--- config.mk ---
export PLATFORM = sky130hd
export DESIGN_NAME = pc_predict_unit
export DESIGN_NICKNAME = d
export VERILOG_FILES = /design/src/rtl/pc_predict_unit.sv
export SDC_FILE = /design/constraint.sdc
export NUM_CORES = 1
export LEC_CHECK = 0
export ABC_AREA = 1
export CAP_MARGIN = 20
export CORE_MARGIN = 10
export CORE_UTILIZATION = 50
export CTS_CLUSTER_DIAMETER = 120
export DETAILED_ROUTE_END_ITERATION = 7
export GPL_TIMING_DRIVEN = 0
export PLACE_DENSITY = 0.71
export SLEW_MARGIN = 15
export SYNTH_ARGS = -nofsm -noshare
export SYNTH_HDL_FRONTEND = slang
export SYNTH_SLANG_ARGS = --single-unit
--- constraint.sdc ---
create_clock -name clk_i -period 14.04 [get_ports clk_i]
set_input_delay 4.212 -clock clk_i [delete_from_list [all_inputs] [get_ports clk_i]]
set_output_delay 4.212 -clock clk_i [all_outputs]
set_load 0.05 [all_outputs]
--- src/rtl/pc_predict_unit.sv ---
// rtl/pc_predict_unit.sv - fetch PC register with taken-jump and return-address-stack prediction
module pc_predict_unit #(
  parameter int                 ADDR_W    = 64,
  parameter int                 RAS_DEPTH = 8,
  parameter logic [ADDR_W-1:0]  RESET_PC  = '0
) (
  input  logic              clk_i,
  input  logic              rst_i,
  input  logic              stall_i,
  input  logic              f_valid_i,
  input  logic [3:0]        f_icode_i,
  input  logic [ADDR_W-1:0] f_valC_i,
  input  logic [ADDR_W-1:0] f_valP_i,
  input  logic              r_valid_i,
  input  logic [3:0]        r_icode_i,
  input  logic              r_cnd_i,
  input  logic [ADDR_W-1:0] r_valP_i,
  input  logic [ADDR_W-1:0] r_valM_i,
  input  logic [ADDR_W-1:0] r_pred_i,
  output logic [ADDR_W-1:0] pc_o,
  output logic              pc_valid_o,
  output logic              flush_o,
  output logic              halted_o,
  output logic              ras_ovf_o
);

  localparam logic [3:0] IHALT = 4'h0;
  localparam logic [3:0] IJXX  = 4'h7;
  localparam logic [3:0] ICALL = 4'h8;
  localparam logic [3:0] IRET  = 4'h9;

  localparam int PTR_W = (RAS_DEPTH > 1) ? $clog2(RAS_DEPTH) : 1;
  localparam int CNT_W = PTR_W + 1;
  localparam logic [CNT_W-1:0] CNT_MAX = CNT_W'(RAS_DEPTH);

  typedef enum logic [1:0] {
    S_RUN      = 2'd0,
    S_RET_WAIT = 2'd1,
    S_HALT     = 2'd2
  } state_e;

  state_e state_q, state_d;

  logic [ADDR_W-1:0] pc_q, pc_d;
  logic              flush_q, flush_d;
  logic              ovf_q, ovf_d;
  logic [PTR_W-1:0]  top_q, top_d;
  logic [CNT_W-1:0]  cnt_q, cnt_d;
  logic [ADDR_W-1:0] ras_q [RAS_DEPTH];

  logic jxx_mispredict;
  logic ret_resolve;
  logic ret_mispredict;
  logic wait_exit;
  logic redirect;
  logic predict_en;
  logic ras_empty;
  logic ras_full;
  logic do_push;
  logic do_pop;

  // Classify the resolve-stage instruction and decide whether this edge predicts.
  // A RET resolving while we wait on it is the expected completion, not a
  // misprediction: nothing younger was fetched, so no squash is needed.
  always_comb begin
    jxx_mispredict = r_valid_i && (r_icode_i == IJXX) && !r_cnd_i;
    ret_resolve    = r_valid_i && (r_icode_i == IRET);
    ret_mispredict = ret_resolve && (r_valM_i != r_pred_i);
    wait_exit      = (state_q == S_RET_WAIT) && ret_resolve;
    redirect       = jxx_mispredict || (ret_mispredict && !wait_exit);
    predict_en     = (state_q == S_RUN) && f_valid_i && !stall_i && !redirect;
    ras_empty      = (cnt_q == '0);
    ras_full       = (cnt_q == CNT_MAX);
    do_push        = predict_en && (f_icode_i == ICALL);
    do_pop         = predict_en && (f_icode_i == IRET) && !ras_empty;
  end

  // FSM state register.
  always_ff @(posedge clk_i or posedge rst_i) begin
    if (rst_i) begin
      state_q <= S_RUN;
    end else begin
      state_q <= state_d;
    end
  end

  // FSM next-state: redirects and RET completion return to RUN; prediction may park us.
  always_comb begin
    state_d = state_q;
    if (redirect || wait_exit) begin
      state_d = S_RUN;
    end else if (predict_en) begin
      if ((f_icode_i == IRET) && ras_empty) begin
        state_d = S_RET_WAIT;
      end else if (f_icode_i == IHALT) begin
        state_d = S_HALT;
      end
    end
  end

  // FSM outputs: fetch is only allowed in RUN.
  always_comb begin
    pc_valid_o = (state_q == S_RUN);
    halted_o   = (state_q == S_HALT);
  end

  // Next PC selection: redirect, then RET completion, then fetch prediction.
  always_comb begin
    pc_d = pc_q;
    if (redirect) begin
      pc_d = jxx_mispredict ? r_valP_i : r_valM_i;
    end else if (wait_exit) begin
      pc_d = r_valM_i;
    end else if (predict_en) begin
      case (f_icode_i)
        ICALL:   pc_d = f_valC_i;
        IJXX:    pc_d = f_valC_i;
        IRET:    pc_d = ras_empty ? pc_q : ras_q[top_q];
        IHALT:   pc_d = pc_q;
        default: pc_d = f_valP_i;
      endcase
    end
  end

  // RAS pointer/count bookkeeping; the circular pointer makes a full push
  // overwrite the oldest entry without any extra shifting.
  always_comb begin
    top_d   = top_q;
    cnt_d   = cnt_q;
    ovf_d   = ovf_q;
    flush_d = redirect;
    if (redirect) begin
      cnt_d = '0;
    end else if (do_push) begin
      top_d = top_q + 1'b1;
      if (ras_full) begin
        ovf_d = 1'b1;
      end else begin
        cnt_d = cnt_q + 1'b1;
      end
    end else if (do_pop) begin
      top_d = top_q - 1'b1;
      cnt_d = cnt_q - 1'b1;
    end
  end

  // Control registers: PC, flush pulse, RAS pointer/count, sticky overflow.
  always_ff @(posedge clk_i or posedge rst_i) begin
    if (rst_i) begin
      pc_q    <= RESET_PC;
      flush_q <= 1'b0;
      ovf_q   <= 1'b0;
      top_q   <= '0;
      cnt_q   <= '0;
    end else begin
      pc_q    <= pc_d;
      flush_q <= flush_d;
      ovf_q   <= ovf_d;
      top_q   <= top_d;
      cnt_q   <= cnt_d;
    end
  end

  // RAS storage: entries are only meaningful below the count, so no reset is needed.
  always_ff @(posedge clk_i) begin
    if (do_push && !redirect) begin
      ras_q[top_d] <= f_valP_i;
    end
  end

  assign pc_o      = pc_q;
  assign flush_o   = flush_q;
  assign ras_ovf_o = ovf_q;

endmodule

# Word-level counts from Yosys, hierarchy flattened
# Memories as Yosys holds them, arrays and structs flattened.
# Index checks and enable logic that the tools add are counted.
[totals]
register_bits = 75
latchBits = 0
mem_bits_rw = 512
rom_bits = 0
in_bits = 334
out_inout_bits = 68
word_cells = 76
n_memories = 1
[memory_table]
columns = ["memory", "words", "word_bits", "read_ports", "rd_ports_with_merged_regs", "wr", "line_no", "source"]
rows = [
  ["ras_q", 8, 64, 1, 0, 1, "49", "logic [ADDR_W-1:0] ras_q [RAS_DEPTH];"],
]
[classes]
n_addsub = 4
n_mul = 0
div = 0
magnitude_cmp = 0
eq_ne = 12
shifts = 0
muxes = 19
bitwise = 1
n_reduce_logical = 33
[op_table]
columns = ["operator", "n"]
rows = [
  ["$mux 64", 5],
  ["$pmux 64 s3", 1],
  ["$ne 64x64->1", 1],
  ["$eq 4x4->1 const B", 4],
  ["$mux 4", 4],
  ["$logic_and 1x1->1", 14],
  ["$mux 3", 3],
  ["$reduce_bool 3->1", 3],
  ["$eq 4x3->1 const B", 2],
  ["$logic_not 4->1", 2],
  ["$mux 2", 4],
  ["$ne 3x3->1 const B", 2],
  ["$reduce_and 3->1", 2],
  ["$logic_not 1->1", 5],
  ["$add 4x1->4 const B", 1],
  ["$ne 4x4->1 const B", 1],
  ["$reduce_and 2->1", 2],
  ["$sub 4x1->4 const B", 1],
  ["$add 3x1->3 const B", 1],
  ["$sub 3x1->3 const B", 1],
  ["$eq 2x1->1 const B", 1],
  ["$eq 2x2->1 const B", 1],
  ["$logic_not 2->1", 1],
  ["$logic_or 1x1->1", 2],
  ["other kinds (4)", 5],
]

# Longest topological paths before layout
[logic_depth]
depth_word = 13
mapped_depth = 20

# Worst setup path before layout
# Ideal clock, no wire load.
[synth_path]
path_type = "in2reg"
from = "input port r_icode_i[1]"
to = "memory ras_q[4][0], enable pin"
setup_ns = 0.486
arrival_ns = 8.290
required_ns = 13.554
slack_ns = 5.264
stages = 11
path_cell_list = "nor3_2 -> nand3_1 -> nor3_2 -> nor2_1 -> nand2_2 -> buf_6 -> nand4_4 -> or2_0 -> nand3_1 -> nand2_1 -> nor2_1"
[synth_between]
elab_chain_cells = 13
elab_cells_between_ends = 21
[synth_lines]
columns = ["element", "line_no", "source"]
rows = [
  ["from (decl)", "15", "input logic [3:0] r_icode_i,"],
  ["$eq 4x4->1", "67", "ret_resolve = r_valid_i && (r_icode_i == IRET);"],
  ["$logic_and 1x1->1", "67", ""],
  ["$logic_and 1x1->1", "69", "wait_exit = (state_q == S_RET_WAIT) && ret_resolve;"],
  ["$logic_not 1->1", "70", "redirect = jxx_mispredict || (ret_mispredict && !wait_exit);"],
  ["$logic_and 1x1->1", "70", ""],
  ["$logic_or 1x1->1 *", "70", ""],
  ["$logic_not 1->1", "71", "predict_en = (state_q == S_RUN) && f_valid_i && !stall_i && !redirect;"],
  ["$logic_and 1x1->1", "71", ""],
  ["$logic_and 1x1->1 (2 in a row)", "75", "do_pop = predict_en && (f_icode_i == IRET) && !ras_empty;"],
  ["$mux 3", "141", "end else if (do_pop) begin"],
  ["$mux 3", "134", "end else if (do_push) begin"],
  ["$mux 3 *", "132", "if (redirect) begin"],
  ["net top_d[2]", "47", "logic [PTR_W-1:0] top_q, top_d;"],
  ["to (decl)", "49", ""],
]
# The timed path passes the listed nets; every way through them passes the cells marked *.

# Final worst setup path
[layout_path]
from = "input port r_valM_i[9]"
to = "memory ras_q[6][15], enable pin"
[layout_between]
elab_chain_cells = 11
elab_cells_between_ends = 15
[layout_lines]
columns = ["element", "line_no", "source"]
rows = [
  ["from (decl)", "18", "input logic [ADDR_W-1:0] r_valM_i,"],
  ["$ne 64x64->1 *", "68", "ret_mispredict = ret_resolve && (r_valM_i != r_pred_i);"],
  ["$logic_and 1x1->1 *", "68", ""],
  ["$logic_and 1x1->1 *", "70", ""],
  ["$logic_or 1x1->1 *", "70", ""],
  ["$logic_not 1->1", "71", ""],
  ["$logic_and 1x1->1", "71", ""],
  ["$logic_and 1x1->1 (2 in a row)", "75", ""],
  ["$mux 3", "141", ""],
  ["$mux 3", "134", ""],
  ["$mux 3 *", "132", ""],
  ["net top_d[1]", "47", ""],
]
# Marks and branches as above.

==> reports/metrics.cfg <==
[yosys]
synth_warnings = 0
syn_inst = 2460
async_reset_ff_share_pct = 12.78
synthFlopType = edfxtp_1
ys_ff_latch = 587
synth_edf_count = 512
yosysUniqueCellTypes = 44
ys_seq_area_share_pct = 65.79
synthesis.area_um2 = 26220
synthesis.nets = 2799
syn_area_per_cell_um2 = 10.66

[clocking]
cts_resized = 0
clock-sinks = 587
tritoncts = built
htree_levels = 2
path_clk_slew_ns = 0.06
hold_buffers = 0
cts_buffer_depth = 3
cts_buffers = 58
worstSkewPairLatency_ns = 0.64
cts_setup_buffers = 0
cts_root_buf = clkbuf_16

[global_route]
grt_pass1_vias = 21650
antenna_found_initial = 15
grt_use_met1_pct = 39.03
grt_start_max_net_pins = 56
grt_overflow = 0
grt_pass1_wl_mm = 144.7
use_met2_pct = 49.11
track_usage_pct = 30.81
grt_use_met3_pct = 9.123
top_usage_layer = met2

[setup_path]
crit_family = simple AND/OR/NAND/NOR gates
worstPathArrival_ns = 7.90
required_ns = 14.36
critical_path_buf_inv_count = 6
worstSetupPathType = in -> reg
worst_path_most_repeated_cell = nand2_1
rrSetupSlack_ns = 9.90
slowest_stage = clkdlybuf4s50_1
end_kind = flop
crit_chain = clkdlybuf4s50_1 -> inv_1 -> nand2_1 -> nand2_1 -> nor2_1 -> nand2_1 -> nor2_1 -> nand2_1 -> nor2_1 -> nand2_1 -> nand2_2 -> buf_6 -> nand4_4 -> nand2_2 -> nand3_1 -> nand2_1 -> nand2_1 -> nor2_4 -> buf_16 -> buf_12 -> buf_12
start_kind = input pin
worstPathMaxFanout = 23
cp_slowest_stage_delay_ns = 0.48

[placement]
io_buffers = 401
place_congestion = 0.9219
detailed_place.area_um2 = 31760
dp_cells = 3567
place_hpwl_mm = 73.33

[power_and_ir_drop]
total_power_mw = 5.540
power.leakage_nw = 12.11
power-per-cell-area_nw_per_um2 = 164.6
irDropWorstVdd_v = 0.0001037

[sta]
relSlewSlack_pct = 32.03
rsz0062_at_grt = false
hold_violations = 0
tns_ns = 0
fmax_ghz = 0.1320
period_needed_ns = 7.574
tightestPinTransition_ns = 1.009
finalCritPeriodShare_pct = 53.94
setup_violations = 0
skew_ns = 0.01675
slew_violations = 0

[die]
die_area_um2 = 62000
ioPinCount = 402
initial_core_util_pct = 50.80
rows = 83
die_h_um = 249.0
die_w_um = 249.0
core_area_um2 = 51610

[route]
drc = 0
wl_per_cell_um = 27.25
num_vias = 22540
drt_wl_total_mm = 100.3
viasPerCell = 6.123
ant_nets = 0
drt-pass1-iter-count = 6
drtIter0Drc = 3198

[run]
drv_cap = 0

[layout]
final_layout_size_suffix_gt1_share_pct = 6.451
stdcell_area_um2 = 33650
final_nets = 3286
layout.cells.non_filler = 3681
nFillCells = 3953
area_growth_pct = 28.35

[hold_path]
hp-class = reg -> reg

[status]
outcome = completed

area by class of cell:
cell class              instances  area [µm²]  share of cell area (%)
flip-flops and latches        587       17250                   51.26
well taps                     680       850.8                   2.528
inverters                     122       460.4                   1.368
plain buffers                 166       706.9                   2.101
clock buffers                  64        1495                   4.443
diodes                          9       22.52                 0.06692
multi-input cells            1585        7865                   23.37
repair buffers                427        4624                   13.74
clock inverters                41       377.9                   1.123
routing by layer:
| layer | vias to the layer above | share of wire (%) |
|---|---|---|
| li1 | 9836 | - |
| met1 | 10890 | 37 |
| met2 | 1573 | 47 |
| met3 | 229 | 13 |
| met4 | 12 | 3.7 |
| met5 | - | 0.082 |
flip-flops by register name, indices dropped and copies added, names as in the netlist:
register	count
flush_o	1
top_q	3
state_q	2
pc_o	64
ras_ovf_o	1
ras_q	512
cnt_q	4
cells by family after synthesis:
| group | Yosys count | share of synthesized area [%] |
|---|---|---|
| buffers and inverters | 288 | 4.442 |
| AOI/OAI and AO/OA | 683 | 15.71 |
| DFF | 587 | 65.79 |
| and+or+nand+nor | 883 | 13.32 |
| adders and majority gates | 5 | 0.2672 |
| xor gates and xnor gates | 14 | 0.4676 |
power breakdown:
| group | internal, mW | total [mW] | switching (mW) |
|---|---|---|---|
| Sequential | 1.98 | 2.04 | 0.0557 |
| Combinational | 0.576 | 1.94 | 1.36 |
| Clock | 0.877 | 1.56 | 0.686 |
layout by cell type (no fill, tap or decap), types with 75 or more instances in the layout:
cell type        instances
clkdlybuf4s50_1        401
nand2_1                365
inv_1                  110
o21ai_0                369
edfxtp_1               512
nor2_1                 423
dfrtp_1                 75
o22ai_1                 81
clkbuf_1               123
tightest hold or removal path, cell delays in order, from the launching register on:
cell	delay, ns
dfrtp_1	0.34
inv_1	0.05
nand2_1	0.05
Yosys cell counts, types with 2 or more instances:
| cell type | count | area, µm² |
|---|---|---|
| buf_6 | 5 | 56.30 |
| o21ai_0 | 369 | 1847 |
| xor2_1 | 13 | 113.9 |
| nand4_1 | 3 | 18.77 |
| nand2_1 | 365 | 1370 |
| edfxtp_1 | 512 | 15370 |
| a221oi_1 | 30 | 262.8 |
| o21ai_1 | 7 | 35.03 |
| o21a_1 | 8 | 60.06 |
| buf_2 | 31 | 155.2 |
| o221ai_1 | 47 | 411.6 |
| nand2_2 | 4 | 25.02 |
| ha_1 | 4 | 50.05 |
| a21oi_1 | 11 | 55.05 |
| nor2_2 | 2 | 12.51 |
| clkbuf_1 | 118 | 442.9 |
| nor2_1 | 431 | 1618 |
| a22oi_1 | 39 | 292.8 |
| o22ai_1 | 81 | 506.7 |
| buf_4 | 2 | 15.01 |
| o211ai_1 | 55 | 412.9 |
| nor3_2 | 2 | 20.02 |
| nand3_1 | 59 | 295.3 |
| or2_2 | 9 | 56.30 |
| inv_1 | 111 | 416.7 |
| a31oi_1 | 32 | 200.2 |
| inv_2 | 10 | 37.54 |
| buf_1 | 10 | 37.54 |
| dfrtp_1 | 75 | 1877 |
metrics by stage:
step,setup WS [ns],utilization [%],hold slack [ns]
floorplan,5.264,-,0.4710
global placement,1.698,60.23,0.4527
detailed placement,5.876,61.53,0.4552
CTS,6.518,65.16,0.4703
global route,6.250,65.20,0.5014
finish,6.466,65.21,0.4717
worst paths after layout:
| path | startpoint | endpoint | cells after the start |
|---|---|---|---|
| min in group asynchronous | rst_i | pc_o[10] | 2 |
| worst min-delay path | ras_ovf_o | ras_ovf_o | 2 |
| worst max-delay path | r_valM_i[9] | ras_q[6][15] | 21 |
| worst max register to register | top_q[0] | ras_q[6][15] | 14 |
| worst min register to register | ras_ovf_o | ras_ovf_o | 2 |
| max in group asynchronous | rst_i | pc_o[38] | 3 |
(Power assumes the default switching activity.)
